===== src/rtl/logic_gate_pipe_pkg.sv =====
// ---------------------------------------------------------------------------
// logic_gate_pkg
//
// Purpose : shared types and the opcode evaluator for logic_gate_pipe.
//           The evaluator works on a fixed maximum word width (LG_MAX_W).
//           Callers zero-extend their operands into it and keep only the
//           low bits of the result they need.
//
// Contents:
//   LG_MAX_W      widest operand the evaluator supports
//   LG_OPS        number of defined opcodes (3-bit opcode field)
//   op_e          opcode enumeration, OP_AND = 0 ... OP_PASSA = 7
//   skid_state_e  occupancy of the output/skid register pair
//   lg_word_t     evaluator word type
//   logic_eval()  bitwise two-operand operation selected by op
// ---------------------------------------------------------------------------
package logic_gate_pkg;

    localparam int LG_MAX_W = 64;
    localparam int LG_OPS   = 8;

    typedef enum logic [2:0] {
        OP_AND   = 3'd0,
        OP_OR    = 3'd1,
        OP_NAND  = 3'd2,
        OP_NOR   = 3'd3,
        OP_XOR   = 3'd4,
        OP_XNOR  = 3'd5,
        OP_NOTA  = 3'd6,
        OP_PASSA = 3'd7
    } op_e;

    // EMPTY: nothing held, ONE: output register only, FULL: output + skid
    typedef enum logic [1:0] {
        ST_EMPTY = 2'd0,
        ST_ONE   = 2'd1,
        ST_FULL  = 2'd2
    } skid_state_e;

    typedef logic [LG_MAX_W-1:0] lg_word_t;

    // Upper bits of the result are garbage for the NOT/NAND/NOR/XNOR
    // opcodes when the operands were zero-extended; callers mask them off.
    function automatic lg_word_t logic_eval(op_e op, lg_word_t a, lg_word_t b);
        lg_word_t res;
        res = a;
        case (op)
            OP_AND:   res = a & b;
            OP_OR:    res = a | b;
            OP_NAND:  res = ~(a & b);
            OP_NOR:   res = ~(a | b);
            OP_XOR:   res = a ^ b;
            OP_XNOR:  res = ~(a ^ b);
            OP_NOTA:  res = ~a;
            OP_PASSA: res = a;
            default:  res = a;
        endcase
        return res;
    endfunction

endpackage


===== src/rtl/logic_gate_pipe_skid_reg.sv =====
// ---------------------------------------------------------------------------
// skid_reg
//
// Purpose : generic valid/ready register stage with a one-entry skid buffer.
//           The payload is registered in the output register (OR). When the
//           consumer stalls while a new beat arrives, that beat is parked in
//           the skid register (SK). in_ready is derived only from the state
//           register, so there is no combinational out_ready -> in_ready path.
//
// Parameters:
//   DW         payload width
//   RESET_VAL  value both payload registers take on reset
//
// Ports:
//   clk        rising-edge clock
//   rst_n      asynchronous active-low reset
//   in_valid   upstream beat valid
//   in_ready   stage can accept a beat (low only when OR and SK are full)
//   in_data    upstream payload
//   out_valid  OR holds a beat
//   out_ready  downstream accepts the beat in OR
//   out_data   payload held in OR
// ---------------------------------------------------------------------------
module skid_reg
    import logic_gate_pkg::*;
#(
    parameter int            DW        = 9,
    parameter logic [DW-1:0] RESET_VAL = '0
) (
    input  logic          clk,
    input  logic          rst_n,
    input  logic          in_valid,
    output logic          in_ready,
    input  logic [DW-1:0] in_data,
    output logic          out_valid,
    input  logic          out_ready,
    output logic [DW-1:0] out_data
);

    skid_state_e   r_state;
    skid_state_e   w_stateNext;
    logic [DW-1:0] r_orData;
    logic [DW-1:0] r_skData;
    logic          w_inXfer;
    logic          w_outXfer;
    logic          w_loadOrNew;
    logic          w_loadOrSk;
    logic          w_loadSk;

    assign in_ready  = (r_state != ST_FULL);
    assign out_valid = (r_state != ST_EMPTY);
    assign out_data  = r_orData;
    assign w_inXfer  = in_valid & in_ready;
    assign w_outXfer = out_valid & out_ready;

    // Occupancy state register
    always_ff @(posedge clk or negedge rst_n) begin
        if (!rst_n) begin
            r_state <= ST_EMPTY;
        end else begin
            r_state <= w_stateNext;
        end
    end

    // Next occupancy and which payload register loads from where.
    // In FULL no input can arrive because in_ready is low.
    always_comb begin
        w_stateNext = r_state;
        w_loadOrNew = 1'b0;
        w_loadOrSk  = 1'b0;
        w_loadSk    = 1'b0;
        case (r_state)
            ST_EMPTY: begin
                if (w_inXfer) begin
                    w_loadOrNew = 1'b1;
                    w_stateNext = ST_ONE;
                end
            end
            ST_ONE: begin
                if (w_inXfer && w_outXfer) begin
                    w_loadOrNew = 1'b1;
                end else if (w_inXfer) begin
                    w_loadSk    = 1'b1;
                    w_stateNext = ST_FULL;
                end else if (w_outXfer) begin
                    w_stateNext = ST_EMPTY;
                end
            end
            ST_FULL: begin
                if (w_outXfer) begin
                    w_loadOrSk  = 1'b1;
                    w_stateNext = ST_ONE;
                end
            end
            default: begin
                w_stateNext = ST_EMPTY;
            end
        endcase
    end

    // Payload registers; contents are kept when a beat leaves so the bus
    // does not toggle needlessly, out_valid alone qualifies them.
    always_ff @(posedge clk or negedge rst_n) begin
        if (!rst_n) begin
            r_orData <= RESET_VAL;
            r_skData <= RESET_VAL;
        end else begin
            if (w_loadOrNew) begin
                r_orData <= in_data;
            end else if (w_loadOrSk) begin
                r_orData <= r_skData;
            end
            if (w_loadSk) begin
                r_skData <= in_data;
            end
        end
    end

endmodule


===== src/rtl/logic_gate_pipe.sv =====
// ---------------------------------------------------------------------------
// logic_gate_pipe
//
// Purpose : WIDTH-bit bitwise logic unit (AND/OR/NAND/NOR/XOR/XNOR/NOT A/
//           PASS A) whose result and zero flag are registered behind a
//           valid/ready handshake with a one-entry skid buffer. A beat
//           accepted in one cycle is presented the next cycle when the
//           output register is empty or draining; full throughput is
//           sustained while out_ready stays high.
//
// Parameters:
//   WIDTH  operand/result width, 1..64
//   OPS    number of opcodes, must be 8
//
// Ports:
//   clk        rising-edge clock
//   rst_n      asynchronous active-low reset
//   in_valid   input beat valid
//   in_ready   block can accept a beat
//   a, b       operands
//   op         opcode, sampled with the beat
//   out_valid  result valid
//   out_ready  downstream accepts result
//   y          result
//   y_zero     y is all zeros, registered with y
//
// Optional feature, macro LOGIC_GATE_PIPE_CNT_EN:
//   cnt_clr    synchronous clear of beat_cnt, wins over an increment
//   beat_cnt   16-bit wrapping count of completed output transfers
// ---------------------------------------------------------------------------
module logic_gate_pipe
    import logic_gate_pkg::*;
#(
    parameter int WIDTH = 8,
    parameter int OPS   = 8
) (
    input  logic             clk,
    input  logic             rst_n,
    input  logic             in_valid,
    output logic             in_ready,
    input  logic [WIDTH-1:0] a,
    input  logic [WIDTH-1:0] b,
    input  logic [2:0]       op,
    output logic             out_valid,
    input  logic             out_ready,
    output logic [WIDTH-1:0] y,
    output logic             y_zero
`ifdef LOGIC_GATE_PIPE_CNT_EN
    ,
    input  logic             cnt_clr,
    output logic [15:0]      beat_cnt
`endif
);

    // Parameter sanity is caught at elaboration time
    generate
        if (OPS != LG_OPS || WIDTH < 1 || WIDTH > LG_MAX_W) begin : g_badParam
            $error("logic_gate_pipe: unsupported WIDTH or OPS");
        end
    endgenerate

    // Keeps only the WIDTH live bits of the evaluator word
    localparam lg_word_t W_MASK = {LG_MAX_W{1'b1}} >> (LG_MAX_W - WIDTH);
    localparam logic [WIDTH:0] PAYLOAD_RESET = {1'b1, {WIDTH{1'b0}}};

    lg_word_t         w_aExt;
    lg_word_t         w_bExt;
    lg_word_t         w_evalMasked;
    logic [WIDTH-1:0] w_result;
    logic             w_resultZero;
    logic [WIDTH:0]   w_inData;
    logic [WIDTH:0]   w_outData;

    // Opcode decode and evaluation; the zero flag is computed here so it
    // is registered in lockstep with the result
    always_comb begin
        w_aExt              = '0;
        w_bExt              = '0;
        w_aExt[WIDTH-1:0]   = a;
        w_bExt[WIDTH-1:0]   = b;
        w_evalMasked        = logic_eval(op_e'(op), w_aExt, w_bExt) & W_MASK;
        w_result            = w_evalMasked[WIDTH-1:0];
        w_resultZero        = (w_evalMasked == '0);
    end

    assign w_inData = {w_resultZero, w_result};

    skid_reg #(
        .DW        (WIDTH + 1),
        .RESET_VAL (PAYLOAD_RESET)
    ) u_skid (
        .clk       (clk),
        .rst_n     (rst_n),
        .in_valid  (in_valid),
        .in_ready  (in_ready),
        .in_data   (w_inData),
        .out_valid (out_valid),
        .out_ready (out_ready),
        .out_data  (w_outData)
    );

    assign y      = w_outData[WIDTH-1:0];
    assign y_zero = w_outData[WIDTH];

`ifdef LOGIC_GATE_PIPE_CNT_EN
    logic [15:0] r_beatCnt;

    // Completed output transfers, wrapping naturally at 16 bits
    always_ff @(posedge clk or negedge rst_n) begin
        if (!rst_n) begin
            r_beatCnt <= 16'd0;
        end else if (cnt_clr) begin
            r_beatCnt <= 16'd0;
        end else if (out_valid && out_ready) begin
            r_beatCnt <= r_beatCnt + 16'd1;
        end
    end

    assign beat_cnt = r_beatCnt;
`endif

endmodule

===== config.mk =====
export PLATFORM = sky130hd
export DESIGN_NAME = logic_gate_pipe
export DESIGN_NICKNAME = d
export VERILOG_FILES = /design/src/rtl/logic_gate_pipe_pkg.sv /design/src/rtl/logic_gate_pipe_skid_reg.sv /design/src/rtl/logic_gate_pipe.sv
export SDC_FILE = /design/constraint.sdc
export NUM_CORES = 1
export LEC_CHECK = 0
export ABC_AREA = 1
export CORE_MARGIN = 8
export CORE_UTILIZATION = 50
export CTS_CLUSTER_DIAMETER = 30
export CTS_CLUSTER_SIZE = 14
export DETAILED_ROUTE_END_ITERATION = 16
export GPL_TIMING_DRIVEN = 0
export PLACE_DENSITY = 0.75
export SLEW_MARGIN = 20
export SYNTH_ARGS = -nofsm -noshare
export SYNTH_HDL_FRONTEND = slang
export SYNTH_SLANG_ARGS = --single-unit

===== constraint.sdc =====
create_clock -name clk -period 1.9 [get_ports clk]
set_clock_uncertainty 0.2 [all_clocks]
set_input_delay 0.285 -clock clk [delete_from_list [all_inputs] [get_ports clk]]
set_output_delay 0.285 -clock clk [all_outputs]
set_load 0.1 [all_outputs]

# After elaboration in Yosys (flattened, before gate mapping)
# Cells that the tools add are included.
dict set report word_totals {
  register_bits 20
  inputBits 23
  out_inout_bits 11
  wordCells 49
}
dict set report classes {
  eq_ne 14
  n_mux 16
  n_bitwise 9
  n_reduce_logical 7
}
# operator count
set ops {}
lappend ops {{$logic_not 64->1} 1}
lappend ops {{$pmux 8 s8} 1}
lappend ops {{$not 8->8} 4}
lappend ops {{$mux 9} 2}
lappend ops {{$eq 3x3->1 const B} 4}
lappend ops {{$mux 2} 5}
lappend ops {{$and 8x8->8} 1}
lappend ops {{$or 8x8->8} 1}
lappend ops {{$xor 8x8->8} 1}
lappend ops {{$eq 3x2->1 const B} 2}
lappend ops {{$mux 1} 6}
lappend ops {{$pmux 2 s3} 1}
lappend ops {{$ne 2x1->1 const B} 2}
lappend ops {{$ne 2x2->1 const B} 2}
lappend ops {{$reduce_and 4->1} 1}
lappend ops {{$reduce_bool 2->1} 2}
lappend ops {{$eq 3x1->1 const B} 1}
lappend ops {{$logic_not 3->1} 1}
lappend ops {{$ne 3x1->1 const B} 1}
lappend ops {{$and 1x1->1} 2}
lappend ops {{$eq 2x1->1 const B} 1}
lappend ops {{$eq 2x2->1 const B} 1}
lappend ops {{$logic_not 2->1} 1}
lappend ops {{$pmux 1 s2} 1}
lappend ops {{$logic_and 1x1->1} 1}

# Logic depth before layout (Yosys ltp)
# Gate-level depths: netlist (run 1).
dict set report depth {
  ltp_word 6
  mapped_depth 12
}

# By module
# From an unflattened synthesis (run 1), not the netlist that was laid out.
dict set report unflattened {
  hier_cells 288
  area_unflattened_um2 1940.6
}
# mod instances cells_per_inst area_each_um2 seq_area_each_um2
set modules_own_cells {}
lappend modules_own_cells {skid_reg 1 121 987.2 503.0}
lappend modules_own_cells {logic_gate_pipe 1 167 953.4 0.0}

# Worst setup path before layout (run 1)
# Ideal clock, no wire load.
dict set report synth_path {
  kind {reg-to-reg}
  startpoint {reg u_skid.r_state[1]}
  endpoint {reg u_skid.r_orData[0] (netlist: u_skid.out_data[0])}
  arrival_ns 2.020
  path_slack_ns -0.406
  path_stages_with_launch 9
  path_buffers 1
  path_cell_list {dfrtp_1 -> inv_1 -> nor2_1 -> inv_1 -> nor2_1 -> nor2_1 -> clkbuf_1 -> nand2_1 -> o211ai_1}
}
dict set report synth_via {
  elab_chain_len 6
  elab_cells_between_ends 15
  cone_classes {3 x eq/ne; 6 x mux; 2 x bitwise; 4 x reduce/logical}
}
# item line_no
set synth_rtl {}
lappend synth_rtl {{start, declared} logic_gate_pipe_skid_reg.sv:40} ;# skid_state_e r_state;
lappend synth_rtl {{start signal, assigned} logic_gate_pipe_skid_reg.sv:61} ;# r_state <= w_stateNext;
lappend synth_rtl {{$ne 2x2->1 *} logic_gate_pipe_skid_reg.sv:50} ;# assign in_ready = (r_state != ST_FULL);
lappend synth_rtl {{via in_ready} logic_gate_pipe.sv:40} ;# output logic in_ready,
lappend synth_rtl {{$and 1x1->1 *} logic_gate_pipe_skid_reg.sv:53} ;# assign w_inXfer = in_valid & in_ready;
lappend synth_rtl {{$logic_and 1x1->1} logic_gate_pipe_skid_reg.sv:80} ;# if (w_inXfer && w_outXfer) begin
lappend synth_rtl {{$mux 1} logic_gate_pipe_skid_reg.sv:80}
lappend synth_rtl {{$pmux 1 s2 *} logic_gate_pipe_skid_reg.sv:72} ;# case (r_state)
lappend synth_rtl {{$mux 9 or $reduce_bool 2->1 (tied branches)} n/a}
lappend synth_rtl {{end signal, assigned} logic_gate_pipe_skid_reg.sv:109} ;# r_orData <= in_data;
lappend synth_rtl {{end signal, assigned} logic_gate_pipe_skid_reg.sv:111} ;# r_orData <= r_skData;
lappend synth_rtl {{end, declared} logic_gate_pipe_skid_reg.sv:42} ;# logic [DW-1:0] r_orData;
# Mark *: on every way through the listed nets, which the timed path passes. The rest lies on a longest branch.
# A chain may end at the register's enable or synchronous reset.

# Worst setup path in the final report (run 1)
dict set report layout_path {
  startpoint {in b[6]}
  endpoint {reg u_skid.r_orData[8] (netlist: u_skid.out_data[8])}
}
dict set report layout_via {
  elab_chain_len 5
  elab_cells_between_ends 9
  cone_classes {2 x mux; 6 x bitwise; 1 x reduce/logical}
}
# item line_no
set layout_rtl {}
lappend layout_rtl {{start, declared} logic_gate_pipe.sv:42} ;# input logic [WIDTH-1:0] b,
lappend layout_rtl {{$xor 8x8->8, or another cell as far along} {logic_gate_pipe_pkg.sv:52, logic_gate_pipe_pkg.sv:53}}
lappend layout_rtl {{$not 8->8, on equally long branches} {logic_gate_pipe_pkg.sv:53, logic_gate_pipe_pkg.sv:50, logic_gate_pipe_pkg.sv:51}}
lappend layout_rtl {{$pmux 8 s8 *} logic_gate_pipe_pkg.sv:47} ;# case (op)
lappend layout_rtl {{$logic_not 64->1 *} logic_gate_pipe.sv:83} ;# w_resultZero = (w_evalMasked == '0);
lappend layout_rtl {{$mux 9 *} logic_gate_pipe_skid_reg.sv:108} ;# if (w_loadOrNew) begin
# Every way passes the cells marked *; elsewhere a longest branch is shown, timed or not.

==> run_results.csv, run 1 <==
group,metric,value,unit
outcome,status,"finished, final reports clean",
logic_synthesis,yosys.area.top_type,"dfrtp_1",
floorplanning,dieArea,5850,um^2
setup_path,cp_common_cell,"nand2_1",
logic_synthesis,syn_inst,283,
setup_path,crit_slowest_cell,"clkdlybuf4s50_1",
floorplanning,coreArea,3580,um^2
clock_network,root_buffer,"clkbuf_4",
power,power.leakage,1.33,nW
logic_synthesis,ys.flop_type,"dfrtp_1",
global_routing,grt_pass1_wl,8.25,mm
setup_path,cp.arrival,1.85,ns
power,max-vdd-ir-drop,0.268,mV
global_routing,grt_overflow_total,0,
layout,area_delta_synth_final,36.1,%
flow_run,cap_violations,0,
drt,drc,0,
setup_path,worstSetupPathType,"in2reg",
timing,timing.hold.ws,0.269,ns
setup_path,critical-path-top-delay-family,"simple AND/OR/NAND/NOR gates",
setup_path,crit_buf_inv,3,
setup_path,cp.required,1.94,ns
floorplanning,initial_core_util,0.511,
setup_path,worst_setup_path_start_kind,"primary input",
logic_synthesis,synth_seq_cells,20,
layout,layout-drive-gt1-share,0.239,
power,total_power,1.99,mW
drt,vias,2030,
clock_network,cts_buffers,3,
min_path,hp-class,"in2async",
floorplanning,fp.dieW,76.5,um
timing,setup-violations-final,0,
setup_path,cpPeakStageDelay,0.49,ns
placement,placedCellCount,363,
power,powerDensity,800,nW/um^2
floorplanning,die_y,76.5,um
logic_synthesis,syn_nets,322,
timing,min_period,1.81,ns
logic_synthesis,synth_edf_count,0,
logic_synthesis,syn-cell-area,1830,um^2
setup_path,reg2reg_slack,0.21,ns
global_routing,grt_pass1_vias,1922,
layout,fin_nets,367,
placement,routabilityCongestion,0.899,
timing,timing.final.max_slew_violations,0,
placement,dp_slack,-0.526,ns
setup_path,path_max_fanout,3,
timing,fin_ws,0.0887,ns
drt,drtAntennaViolNets,0,
timing,relSlewSlack,0.421,
global_routing,antenna_found_initial,0,
logic_synthesis,yosysTopAreaCellShare,0.246,
placement,io_buffers,32,
drt,firstDrtPassIters,5,
logic_synthesis,synth-seq-area-share,0.275,
timing,tightest_slew,0.865,ns
setup_path,timing.rr.start,"u_skid.r_state[0]$_DFFE_PN0P_",
global_routing,grt_start_max_net_pins,21,
placement,dp_hpwl,3.44,mm
logic_synthesis,ys_warn_count,0,
setup_path,path_cells,"clkdlybuf4s50_1, inv_2, ha_4, inv_1, nand4_1, nand2_1, nor2_1, nand2_1, nand2_2, nand2_1, nor2_2, nand2_2, a21oi_2",
logic_synthesis,synthTopCellsByCount,"nand2_1, inv_1, nand3_1",
drt,wire_per_inst,12.9,um
floorplanning,num_io_pins,34,
clock_network,htreeDepth,1,
logic_synthesis,yosysMostFrequentCell,"nand2_1",
drt,drt-initial-drc-count,108,
timing,finalHoldViolCount,0,
logic_synthesis,async_flop_share,1.00,
global_routing,track_usage,0.160,
layout,antenna_cells,0,
clock_network,clockBufferDepth,2,
drt,viasPerCell,5.41,
clock_network,cts_tree,"done",
floorplanning,num_rows,22,
logic_synthesis,synth_area_leaders,"dfrtp_1, nand2_1, ha_1",
drt,wirelength,4.83,mm
logic_synthesis,syn_area_per_cell,6.46,um^2
logic_synthesis,synthDistinctLibCells,23,
layout,fin_cells,375,
setup_path,ff2ff_path_depth,7,
clock_network,clkLatencyLatePin,0.30,ns
clock_network,cts_sinks,20,
timing,max_freq,552,MHz
setup_path,r2r_end,"u_skid.out_data[1]$_DFFE_PN0P_",
timing,post-route-period-util,0.953,
clock_network,clk_pin_slew,0.11,ns
setup_path,crit_path_end_kind,"flop",
-- worst reg2reg max path: cells and delay by family (launching register included) --
kind,cells,cell delay [ns]
simple gates,3,0.41
compound gates,1,0.09
flops,1,0.44
buf+inv,3,0.44
-- cell usage in the layout (no fill, tap or decap), drive strengths merged --
master	netlist	final
clkinvlp	0	1
inv	43	42
nand4	15	15
nand2	72	72
a21oi	5	5
dlygate4sd2	0	5
o21ai	24	24
dfstp	2	2
clkdlybuf4s50	0	4
nor2	28	28
clkbuf	3	8
nand3	37	37
clkdlybuf4s15	0	8
buf	9	19
ha	16	16
nor3	1	1
dlymetal6s2s	0	12
clkinv	1	1
dfrtp	18	18
o211ai	5	5
nand3b	4	4
-- timing repair --
action,in CTS,in global routing
hold endpoints to repair,0,0
pin swaps,3,11
endpoints found under the setup margin,16,9
setup buffers,5,3
resized for setup,53,41
hold buffers,0,0
-- power breakdown --
part           internal [mW]  switching [mW]  total [mW]
logic                  0.304           0.820        1.12
clock network          0.117           0.127       0.244
registers              0.556          0.0687       0.625
total                  0.977            1.02        1.99
-- sequential cells by signal, summed over array words and instances (netlist names) --
register / flops
u_skid.out_data: 9
u_skid.r_skData: 9
u_skid.r_state: 2
-- kinds of logic after synthesis --
group,count (synthesis),share of synthesized area
fa+ha+maj,16,0.110
buf+inv,56,0.129
simple gates,157,0.387
compound gates,34,0.0999
flops,20,0.275
-- area by class of cell --
type | instances | area [um^2]
Multi-Input combinational cell | 207 | 1230
Inverter | 44 | 169
Timing Repair Buffer | 40 | 402
Buffer | 12 | 87.6
Clock buffer | 4 | 36.3
Fill cell | 309 | 1090
Tap cell | 48 | 60.1
Sequential cell | 20 | 503
-- layer usage --
| layer | vias to the layer above | global-route usage | part of all wire |
|---|---|---|---|
| li1 | 1010 | - | - |
| met1 | 933 | 0.192 | 0.43 |
| met2 | 79 | 0.282 | 0.50 |
| met3 | 8 | 0.0224 | 0.058 |
| met4 | 0 | 0.0558 | 0.016 |
| met5 | - | 0 | 0 |
-- per-stage QoR --
stage	instance area [um^2]	util	setup TNS (ns)
2_1_floorplan	1860	-	-0.449
4_1_cts	2350	0.657	0
5_1_grt	2490	0.695	-0.00229
3_3_place_gp	2240	0.626	-6.92
3_5_place_dp	2240	0.626	-7.02
6_report	2490	0.695	0
-- how the worst max path moves through the flow --
stage	startpoint	end	slack, ns	cells past startpoint
final	b[6]	u_skid.out_data[8]$_DFFE_PN1P_	0.09	13
after global placement	op[1]	u_skid.out_data[8]$_DFFE_PN1P_	-0.51	10
after floorplan	u_skid.r_state[1]$_DFFE_PN0P_	u_skid.out_data[0]$_DFFE_PN0P_	-0.09	8
after detailed placement	op[1]	u_skid.out_data[8]$_DFFE_PN1P_	-0.53	10
after CTS	a[4]	u_skid.r_skData[8]$_DFFE_PN1P_	0.008	13
after global routing	b[6]	u_skid.out_data[8]$_DFFE_PN1P_	-0.002	13
No activity file was read; power rests on OpenSTA's default activity.
==> inputs of run 2 (changes only) <==
CAP_MARGIN = 10   (was not set)
==> results of run 2 <==
The final DEF is identical to that of run 1; final timing and power are the same.
==> inputs of run 3 (changes only) <==
CORE_UTILIZATION = 29   (was 50)
PLACE_DENSITY = 0.47   (was 0.75)
clock period = 2.05 ns   (was 1.9 ns; I/O delays follow)
==> run_results.csv, run 3 (synthesis results as in run 1) <==
group,metric,value,unit
layout,multi_input_area,1200,um^2
floorplanning,num_io_pins,34,
power,power.leakage,1.39,nW
timing,relSlewSlack,0.363,
setup_path,worst_setup_path_start_kind,"flop",
global_routing,antenna_found_initial,0,
placement,dp_hpwl,3.85,mm
drt,firstDrtPassIters,5,
setup_path,path_max_fanout,2,
layout,area_delta_synth_final,37.3,%
global_routing,grt_use_met1,0.157,
timing,tightest_slew,0.959,ns
layout,regArea,503,um^2
flow_run,cap_violations,0,
global_routing,grt_start_max_net_pins,21,
floorplanning,coreArea,6200,um^2
global_routing,grt_overflow_total,0,
power,powerDensity,755,nW/um^2
global_routing,grt_pass1_wl,8.81,mm
clock_network,clockBufferDepth,2,
timing,min_period,1.97,ns
global_routing,track_usage,0.120,
setup_path,critical-path-top-delay-family,"buffers and inverters",
clock_network,htreeDepth,1,
setup_path,path_cells,"dlygate4sd2_1",
layout,layout-drive-gt1-share,0.187,
outcome,status,"finished, final reports clean",
power,total_power,1.90,mW
clock_network,cts_buffers,3,
placement,routabilityCongestion,0.794,
setup_path,worstSetupPathType,"reg2out",
timing,post-route-period-util,0.962,
setup_path,cpPeakStageDelay,0.86,ns
setup_path,crit_path_end_kind,"primary output",
layout,mostFrequentLayoutCells,"nand2_1, nand3_1, inv_1, nor2_1, o21ai_0",
layout,fill_cells,672,
drt,drtAntennaViolNets,0,
global_routing,met2_usage,0.200,
drt,wirelength,5.19,mm
global_routing,grt.busiest_layer,"met2",
layout,fin_nets,366,
timing,timing.final.max_slew_violations,0,
floorplanning,dieArea,9100,um^2
drt,wire_per_inst,12.9,um
setup_path,cp.required,1.54,ns
floorplanning,num_rows,29,
placement,io_buffers,32,
global_routing,grt_use_met3,0.0150,
timing,setup-violations-final,0,
floorplanning,die_y,95.4,um
clock_network,root_buffer,"clkbuf_8",
drt,drc,0,
min_path,hp-class,"reg2reg",
drt,viasPerCell,4.83,
clock_network,cts_tree,"done",
timing,finalHoldViolCount,0,
setup_path,cp.arrival,1.46,ns
global_routing,grt_pass1_vias,1850,
clock_network,clk_pin_slew,0.07,ns
drt,vias,1948,
timing,fin_ws,0.0782,ns
setup_path,crit_slowest_cell,"dlygate4sd2_1",
layout,antenna_cells,0,
layout,mostFrequentLayoutCell,"nand2_1",
power,max-vdd-ir-drop,0.576,mV
clock_network,cts_sinks,20,
drt,drt-initial-drc-count,53,
clock_network,hold_buffers,0,
timing,max_freq,507,MHz
floorplanning,fp.dieW,95.4,um
setup_path,crit_buf_inv,1,
clock_network,clkLatencyLatePin,0.25,ns
floorplanning,initial_core_util,0.295,
placement,dp_slack,-0.499,ns
run 3: cell types whose count changed in the layout (fill, tap and decap cells not counted), sizes merged:
cell | before | now
clkbuf | 8 | 7
buf | 19 | 17
dlymetal6s2s | 12 | 16
dlygate4sd2 | 5 | 9
clkdlybuf4s15 | 8 | 2
run 3: power by group:
part,switching [mW],leakage (nW),internal [mW]
Sequential,0.0578,0.249,0.517
Combinational,0.761,1.11,0.266
Clock,0.124,0.0288,0.171
run 3: final timing paths:
kind / slack (ns) / to / from / cells after the start
max in group asynchronous: 0.76 / u_skid.r_skData[2]$_DFFE_PN0P_ / rst_n / 1
max reg2reg: 0.29 / u_skid.out_data[1]$_DFFE_PN0P_ / u_skid.r_state[0]$_DFFE_PN0P_ / 7
min: 0.28 / u_skid.out_data[5]$_DFFE_PN0P_ / u_skid.out_data[5]$_DFFE_PN0P_ / 2
min reg2reg: 0.28 / u_skid.out_data[5]$_DFFE_PN0P_ / u_skid.out_data[5]$_DFFE_PN0P_ / 2
min in group asynchronous: 0.35 / u_skid.out_data[5]$_DFFE_PN0P_ / rst_n / 1
max: 0.08 / y[1] / u_skid.out_data[1]$_DFFE_PN0P_ / 1
run 3: per-stage QoR:
stage	hold slack (ns)	area [um^2]	cells	utilization	TNS [ns]
after global placement	0.261	2270	392	0.366	-5.59
after detailed placement	0.265	2270	392	0.366	-5.71
after floorplan	-0.188	1850	283	-	0
after CTS	0.276	2350	398	0.380	0
final	0.285	2510	403	0.405	0
after global routing	0.304	2510	403	0.405	-0.0144
run 3: repair_timing:
item / 4_1_cts / 5_1_grt
pin swaps: 2 / 16
endpoints found under the setup margin: 20 / 12
gates resized for setup: 24 / 43
setup buffers: 2 / 5
cloned: 0 / 0
run 3: layer usage:
layer / share of wire / up-vias / wire length [um]
met5: 0 / - / 0
met4: 0.017 / 0 / 89
met3: 0.064 / 9 / 331
met2: 0.45 / 53 / 2350
met1: 0.47 / 878 / 2420
li1: - / 1008 / -
run 3: final cells by class:
type | instances | share of cell area
Multi-Input combinational cell | 207 | 0.477
Tap cell | 77 | 0.0384
Inverter | 44 | 0.0683
Buffer | 12 | 0.0349
Clock buffer | 4 | 0.0219
Sequential cell | 20 | 0.200
Timing Repair Buffer | 39 | 0.159
